`config.mk`:
```
export PLATFORM = sky130hd
export DESIGN_NAME = ft_alu_pipe
export DESIGN_NICKNAME = d
export VERILOG_FILES = /design/src/rtl/ft_alu_pipe.sv
export SDC_FILE = /design/constraint.sdc
export NUM_CORES = 1
export LEC_CHECK = 0
export CORE_ASPECT_RATIO = 0.8
export CORE_MARGIN = 2
export CORE_UTILIZATION = 30
export DETAILED_ROUTE_END_ITERATION = 7
export GPL_TIMING_DRIVEN = 1
export PLACE_DENSITY_LB_ADDON = 0.2
export RECOVER_POWER = 100
export REMOVE_ABC_BUFFERS = 1
export SYNTH_ARGS = -nofsm -noshare
export SYNTH_HDL_FRONTEND = slang
export SYNTH_SLANG_ARGS = --single-unit
```
`constraint.sdc`:
```
create_clock -name clk -period 1.89 [get_ports clk]
set_input_delay 0.4725 -clock clk [delete_from_list [all_inputs] [get_ports clk]]
set_output_delay 0.4725 -clock clk [all_outputs]
set_load 0.005 [all_outputs]
```
`src/rtl/ft_alu_pipe.sv`:
```
// Dual-channel fault-tolerant add/sub: primary/shadow datapaths per channel, Hamming-corrected sums,
// bounded retry on disagreement. Define FT_ALU_ERR_CNT_EN to add the saturating err_cnt output.
module ft_alu_pipe #(
  parameter int unsigned W         = 3,
  parameter int unsigned RETRY_MAX = 2
) (
  input  logic         clk,
  input  logic         rst,
  input  logic         in_valid,
  output logic         in_ready,
  input  logic [W-1:0] a,
  input  logic [W-1:0] b,
  input  logic         par,
  input  logic [2:0]   ctl,
  output logic         out_valid,
  input  logic         out_ready,
  output logic [W-1:0] x,
  output logic [W-1:0] y,
  output logic         xc,
  output logic         yc,
  output logic [1:0]   xe,
  output logic [1:0]   ye
`ifdef FT_ALU_ERR_CNT_EN
  , output logic [7:0] err_cnt
`endif
);

  function automatic int ham_p(input int w);
    int p;
    p = 0;
    for (int i = 1; i <= 16; i++) begin
      if (p == 0 && (1 << i) >= w + i + 1) p = i;
    end
    return p;
  endfunction

  localparam int P = ham_p(int'(W));
  localparam int N = int'(W) + P;
  localparam logic [3:0] RetryLim = 4'(RETRY_MAX);

  // Encode into a Hamming(N, W) codeword, then decode with single-bit correction.
  function automatic logic [W-1:0] ham_fix(input logic [W-1:0] d);
    logic [N:1]   cw;
    logic [W-1:0] sh;
    logic [W-1:0] q;
    logic         pb;
    int           syn;
    cw  = '0;
    sh  = d;
    q   = '0;
    syn = 0;
    for (int pos = 1; pos <= N; pos++) begin
      if ((pos & (pos - 1)) != 0) begin
        cw[pos] = sh[0];
        sh      = sh >> 1;
      end
    end
    for (int k = 0; k < P; k++) begin
      pb = 1'b0;
      for (int pos = 1; pos <= N; pos++) begin
        if (((pos >> k) & 1) == 1) pb ^= cw[pos];
      end
      for (int pos = 1; pos <= N; pos++) begin
        if (pos == (1 << k)) cw[pos] = pb;
      end
    end
    for (int k = 0; k < P; k++) begin
      pb = 1'b0;
      for (int pos = 1; pos <= N; pos++) begin
        if (((pos >> k) & 1) == 1) pb ^= cw[pos];
      end
      if (pb) syn = syn | (1 << k);
    end
    for (int pos = 1; pos <= N; pos++) begin
      if (pos == syn) cw[pos] = ~cw[pos];
    end
    for (int pos = 1; pos <= N; pos++) begin
      if ((pos & (pos - 1)) != 0) q = {cw[pos], q[W-1:1]};
    end
    return q;
  endfunction

  function automatic logic [W:0] alu(input logic [W-1:0] fa, input logic [W-1:0] fb,
                                     input logic [2:0] fc);
    logic [W-1:0] oa;
    logic [W-1:0] ob;
    logic [W:0]   s;
    oa = fc[2] ? -fa : fa;
    ob = fc[1] ? -fb : fb;
    s  = {1'b0, oa} + {1'b0, ob};
    return {s[W], ham_fix(s[W-1:0])};
  endfunction

  typedef enum logic [1:0] {StIdle, StExec, StCheck, StDone} state_e;

  state_e       state_q, state_d;
  logic [W-1:0] a_q, b_q;
  logic [2:0]   ctl_q;
  logic [3:0]   cnt_q, cnt_d;
  logic [W:0]   xp_q, xs_q, yp_q, ys_q;
  logic [W:0]   xp_res, xs_res, yp_res, ys_res;
  logic [W-1:0] x_d, y_d;
  logic         xc_d, yc_d;
  logic [1:0]   xe_d, ye_d;
  logic         in_ok, x_clean, y_clean;

  assign xp_res = alu(a_q, b_q, ctl_q);
  assign xs_res = alu(a_q, b_q, ctl_q);
  assign yp_res = alu(a_q, b_q, ctl_q);
  assign ys_res = alu(a_q, b_q, ctl_q);

  assign in_ok = (^{a, b, par}) && (ctl == 3'b001 || ctl == 3'b010 || ctl == 3'b100);
  assign x_clean   = (xp_q == xs_q);
  assign y_clean   = (yp_q == ys_q);
  assign in_ready  = (state_q == StIdle);
  assign out_valid = (state_q == StDone);

  always_comb begin
    state_d = state_q;
    cnt_d   = cnt_q;
    x_d     = x;
    y_d     = y;
    xc_d    = xc;
    yc_d    = yc;
    xe_d    = xe;
    ye_d    = ye;
    unique case (state_q)
      StIdle: begin
        if (in_valid) begin
          cnt_d = '0;
          if (in_ok) begin
            state_d = StExec;
          end else begin
            state_d = StDone;
            x_d     = '0;
            y_d     = '0;
            xc_d    = 1'b0;
            yc_d    = 1'b0;
            xe_d    = 2'b11;
            ye_d    = 2'b11;
          end
        end
      end
      StExec: state_d = StCheck;
      StCheck: begin
        if (!(x_clean && y_clean && xp_q == yp_q) && cnt_q < RetryLim) begin
          cnt_d   = cnt_q + 4'd1;
          state_d = StExec;
        end else begin
          // Primary results are reported even for a channel that never agreed.
          state_d = StDone;
          x_d     = xp_q[W-1:0];
          y_d     = yp_q[W-1:0];
          xc_d    = xp_q[W];
          yc_d    = yp_q[W];
          xe_d    = x_clean ? 2'b10 : 2'b01;
          ye_d    = y_clean ? 2'b10 : 2'b01;
        end
      end
      StDone: if (out_ready) state_d = StIdle;
      default: state_d = StIdle;
    endcase
  end

  always_ff @(posedge clk or posedge rst) begin
    if (rst) begin
      state_q <= StIdle;
      cnt_q   <= '0;
      x       <= '0;
      y       <= '0;
      xc      <= 1'b0;
      yc      <= 1'b0;
      xe      <= 2'b00;
      ye      <= 2'b00;
    end else begin
      state_q <= state_d;
      cnt_q   <= cnt_d;
      x       <= x_d;
      y       <= y_d;
      xc      <= xc_d;
      yc      <= yc_d;
      xe      <= xe_d;
      ye      <= ye_d;
    end
  end

  always_ff @(posedge clk or posedge rst) begin
    if (rst) begin
      a_q   <= '0;
      b_q   <= '0;
      ctl_q <= '0;
      xp_q  <= '0;
      xs_q  <= '0;
      yp_q  <= '0;
      ys_q  <= '0;
    end else begin
      if (state_q == StIdle && in_valid) begin
        a_q   <= a;
        b_q   <= b;
        ctl_q <= ctl;
      end
      if (state_q == StExec) begin
        xp_q <= xp_res;
        xs_q <= xs_res;
        yp_q <= yp_res;
        ys_q <= ys_res;
      end
    end
  end

`ifdef FT_ALU_ERR_CNT_EN
  always_ff @(posedge clk or posedge rst) begin
    if (rst) begin
      err_cnt <= '0;
    end else if (out_valid && out_ready && (xe != 2'b10 || ye != 2'b10) && err_cnt != 8'hFF) begin
      err_cnt <= err_cnt + 8'd1;
    end
  end
`endif

endmodule

```
After elaboration in Yosys (flattened, before gate mapping) --
Index checks and enable logic that the tools add are counted.
Word-level totals: logic and storage cells 65, output and inout bits 14, register bits after elaboration 21, bits of input ports 14
Cells by class: reductions and logical operators 9, multiplexer cells 21, equal/unequal tests 12, add/sub/neg operators 3, bitwise gates (word level) 12
Operators with widths (count):
- $mux W3 | 5
- $mux W2 | 6
- $xor A1 B1 Y1 | 9
- $pmux W2 S4 | 1
- $reduce_xor A7 Y1 | 1
- $eq A3 B3 Y1 const A | 2
- $mux W1 | 6
- $neg A3 Y3 | 2
- $pmux W3 S2 | 1
- $add A3 B3 Y4 | 1
- $eq A2 B2 Y1 const B | 2
- $ne A2 B2 Y1 const B | 2
- $pmux W2 S2 | 1
- $eq A2 B3 Y1 const A | 1
- $eq A3 B1 Y1 const B | 1
- $eq A3 B2 Y1 const B | 1
- $eq A3 B3 Y1 const B | 1
- $not A1 Y1 | 3
- $reduce_and A3 Y1 | 1
- $eq A2 B1 Y1 const B | 1
- $logic_and A1 B1 Y1 | 2
- $logic_not A2 Y1 | 1
- $logic_or A1 B1 Y1 | 2
- $ne A2 B1 Y1 const B | 1
- other kinds (3) | 3

Logic depth before layout (Yosys ltp) --
depth after elaboration 11, mapped depth 8

Least setup slack after synthesis --
Ideal clock, no wire load.
path type reg2reg, from register a_q[0], to register ys_q[2], setup slack 0.141 ns, arrival 1.624 ns, stages on the path, launching flop included 9, required time 1.765 ns, setup time 0.125 ns, path buffers 0, cell sequence dfrtp_1 inv_1 ha_1 nand2_1 o21ai_0 inv_1 fa_1 xnor2_1 mux2_2
Between the ends: word-level cells in the longest chain between the ends 11, elaborated cells on any way between the ends 18, those cells by class add/sub: 2; eq/ne: 1; mux: 5; bitwise: 10
RTL lines:
- start: declaration | RTL line 97 | logic [W-1:0] a_q, b_q;
- start signal: assignment | RTL line 189 | a_q <= '0;
- start signal: assignment | RTL line 198 | a_q <= a;
- $neg A3 Y3 | RTL line 88 | oa = fc[2] ? -fa : fa;
- $mux W3 (*) | RTL line 88
- $add A3 B3 Y4 (*) | RTL line 90 | s = {1'b0, oa} + {1'b0, ob};
- $xor A1 B1 Y1 | RTL line 61 | if (((pos >> k) & 1) == 1) pb ^= cw[pos];
- $xor A1 B1 Y1 (2 in a row) | RTL line 70 | if (((pos >> k) & 1) == 1) pb ^= cw[pos];
- $mux W1 | RTL line 72 | if (pb) syn = syn | (1 << k);
- $mux W2 | RTL line 72
- $mux W3 | RTL line 72
- $eq A3 B3 Y1 | RTL line 75 | if (pos == syn) cw[pos] = ~cw[pos];
- $mux W1 (*) | RTL line 75
- end signal: assignment | RTL line 206 | ys_q <= ys_res;
- end: declaration | RTL line 100 | logic [W:0] xp_q, xs_q, yp_q, ys_q;
Mark *: on every way between the ends. The rest lies on a longest branch, timed or not. A chain may end at the register's enable or synchronous reset.

Final worst setup path --
from input port a[1], to register yc
Between the ends: word-level cells in the longest chain between the ends 4
RTL lines:
- start: declaration | RTL line 11 | input logic [W-1:0] a,
- $reduce_xor A7 Y1 | RTL line 112 | assign in_ok = (^{a, b, par}) && (ctl == 3'b001 || ctl == 3'b010 || ctl == 3'b100);
- $logic_and A1 B1 Y1 | RTL line 112
- $ne A2 B2 Y1 (no source line)
- $reduce_and A3 Y1 (no source line)
- end signal: assignment | RTL line 181 | yc <= yc_d;
- end: declaration | RTL line 20 | output logic yc,
No other way between the ends.

==> metrics.txt <==
status=finished clean; Die ar.=4480 um^2; dpl hpwl=1.84 mm; Synth Instances=between 100 and 150; Crit Path Class=in -> reg; I/O pin cnt=28; pre-CTS WS=-0.397 ns; Rows=20; Finished Core Util=42.5%; max_cap viols=0; Hold Fails Final Rpt=0; fin nets=161; PwrDens=about 1600 nW/um^2; CP max FO=4; Core Area=roughly 3800 um^2; PortBufs=27; Clock Skew=0.00204 ns; first-pass GRT wire length=approximately 4 mm; Comb pwr share=58.0%; # clock sinks=20; Die Wd=around 74 um; Required @ worst endpoint=2.09 ns; Max VDD drop=606 uV; DR iter-0 viols=21; Finished Layout Cells=191; Avg Cell Area, Syn=11.4 um^2; Clk Latency, worst-skew pair=0.26 ns; Static Leakage=0.750 nW; cts hold-fix bufs=0; dpl cells=between 150 and 200; total power=2.65 mW; Overflow after GRT=0; switching share of power=a little under two fifths; layout cell share with drive strength beyond 1=22.8%; Root Buffer=clkbuf_8; Clk network pwr share=12.5%; routed len/inst=12.1 um; number of distinct library cells after synthesis=27; fmax=545 MHz; Mapped Area=1190 um^2; largest net degree at the start of global routing=21; CP arrival=2.04 ns; crit share post-route=97.0%; Crit. End Element=flop; R2R Path Start=a_q[1]$_DFFE_PP0P_; Final min period=1.83 ns; post-route ant nets=0; Slew @ Worst Pin=1.11 ns; Die Y=60.3 um; CTS tree=built; gr usage total=between 10% and 20%; Post-synth EDFFs=0; Reg clk slew, reported paths=approximately 0.08 ns; CTS Buf Count=3; HP Start=b[2]; final setup fails=0; hold crit path type=in -> reg; slew margin rel.=between 20% and 30%; maximum clock path buffer count=2; cell internal pwr=about 1.7 mW; Sequential Power Share=29.5%; initial antenna violation count=0; CTS H-tree lvls=1; switching power=between 0.9 and 1 mW; DR vias/cell=4.37; # DRC=0; Area Overhead vs Synth=35.9%; ys async rst share=100%; vias in the first global route=between 800 and 900; Slew Viols, Final=0; Synth warnings=0; register area share after synthesis=42.1%; count of state elements after synthesis=20; CP startpoint=a[1]; final WL=between 2 and 2.5 mm; ys flop type=dfrtp_1; GPL Wtd Cong=0.790; Vias=834; Worst Setup Start Kind=input port; initial core utilization=31.3%; setup ws final=0.0561 ns; ant diodes=0; 1st-pass router iterations=4
[power by group through the flow]
stage	sequential, mW	clock [mW]	combinational, mW
finish	0.782	0.332	1.54
global route	0.811	0.361	1.76
CTS	0.778	0.340	1.52
detailed placement	0.791	0	1.46
global placement	0.784	0	1.42
floorplan	0.763	0	0.950
[worst max-delay path, stage by stage]
cell	delay, ns
clkdlybuf4s50_1	0.50
xor2_1	0.22
xor3_2	0.33
a211oi_4	0.33
a22o_1	0.17
[cell type report]
type | count | area [um^2]
clock buffers | 4 | 55.1
fillers | 384 | 2190
inverters | 12 | 45.0
multi-input cells | 66 | 637
flip-flops and latches | 20 | 500
well taps | 55 | 68.8
repair buffers | 34 | 309
[through the flow]
step / setup TNS (ns) / cell area (um^2) / hold slack, ns
global placement: -1.91 / 1520 / 0.476
global route: -0.0123 / 1620 / 0.456
finish: 0 / 1620 / 0.462
floorplan: 0 / 1140 / 0.436
CTS: 0 / 1600 / 0.495
detailed placement: -2.26 / 1520 / 0.476
[cells in the final DEF (no fill, tap or decap), drive strengths merged]
cell type,Yosys,routed
a211oi,1,1
a21o,1,1
a21oi,3,3
a22o,4,4
a22oi,1,1
buf,6,6
clkbuf,0,6
clkdlybuf4s15,0,1
clkdlybuf4s50,0,20
dfrtp,20,20
dlygate4sd2,0,4
dlygate4sd3,0,1
fa,1,1
ha,9,9
inv,12,12
mux2,10,10
nand2,5,5
nand2b,5,5
nand3,1,1
nor2,5,5
nor2b,1,1
o211a,1,1
o211ai,1,1
o21ai,7,7
o311ai,1,1
xnor2,4,4
xnor3,2,2
xor2,2,2
xor3,1,1
[registers in the layout (all words and copies together), names as in the netlist]
signal and flops:
a_q 3, b_q 3, ctl_q 2, state_q 2
xe 2, y 3, yc 1, ys_q 4
[kinds of logic (layout without fill, tap and decap cells)]
family / Yosys count / after routing / synth area share, %
DFF: 20 / 20 / 42.1
xor gates and xnor gates: 9 / 9 / 10.9
muxes: 10 / 10 / 9.47
and+or+nand+nor: 17 / 17 / 6.74
buffers and inverters: 18 / 50 / 7.58
adders and majority gates: 10 / 10 / 11.2
AOI/OAI and AO/OA: 20 / 20 / 12.0
[Yosys cell counts (2+ instances only)]
| master | count | share of area (%) |
|---|---|---|
| nand2b_1 | 5 | 2.6 |
| inv_1 | 12 | 3.8 |
| buf_4 | 6 | 3.8 |
| xor2_1 | 2 | 1.5 |
| mux2_2 | 10 | 9.5 |
| a22o_1 | 4 | 2.9 |
| dfrtp_1 | 20 | 42 |
| o21ai_0 | 6 | 2.5 |
| a21oi_1 | 3 | 1.3 |
| nor2_1 | 5 | 1.6 |
| nand2_1 | 5 | 1.6 |
| ha_1 | 9 | 9.5 |
| xnor2_1 | 3 | 2.2 |
[layer usage]
| layer | track usage (%) | share of wire [%] |
|---|---|---|
| met2 | 19.1 | 45 |
| met4 | 1.53 | 0.17 |
| met3 | 4.05 | 5.6 |
| met1 | 16.6 | 50 |
| met5 | 0 | 0 |
[final timing paths]
path / endpoint / slack, ns / cells after the start
worst max-delay path: yc$_DFFE_PP0P_ / 0.06 / 5
min in group asynchronous: yc$_DFFE_PP0P_ / 0.86 / 3
max in group asynchronous: ctl_q[2]$_DFFE_PP0P_ / 0.37 / 3
worst min-delay path: b_q[2]$_DFFE_PP0P_ / 0.46 / 2
worst max register to register: ys_q[2]$_DFFE_PP0N_ / 0.07 / 8
worst min register to register: y[2]$_DFFE_PP0P_ / 0.49 / 1
[what timing repair did]
| action | 4_1_cts | 5_1_grt |
|---|---|---|
| cloned | 0 | 0 |
| setup endpoints to repair | 5 | 8 |
| hold endpoints to repair | 0 | 0 |
| buffers inserted | 2 | 0 |
| pin swaps | 6 | 3 |
| gates resized for setup | 10 | 10 |
No activity file was read; power rests on OpenSTA's default activity.
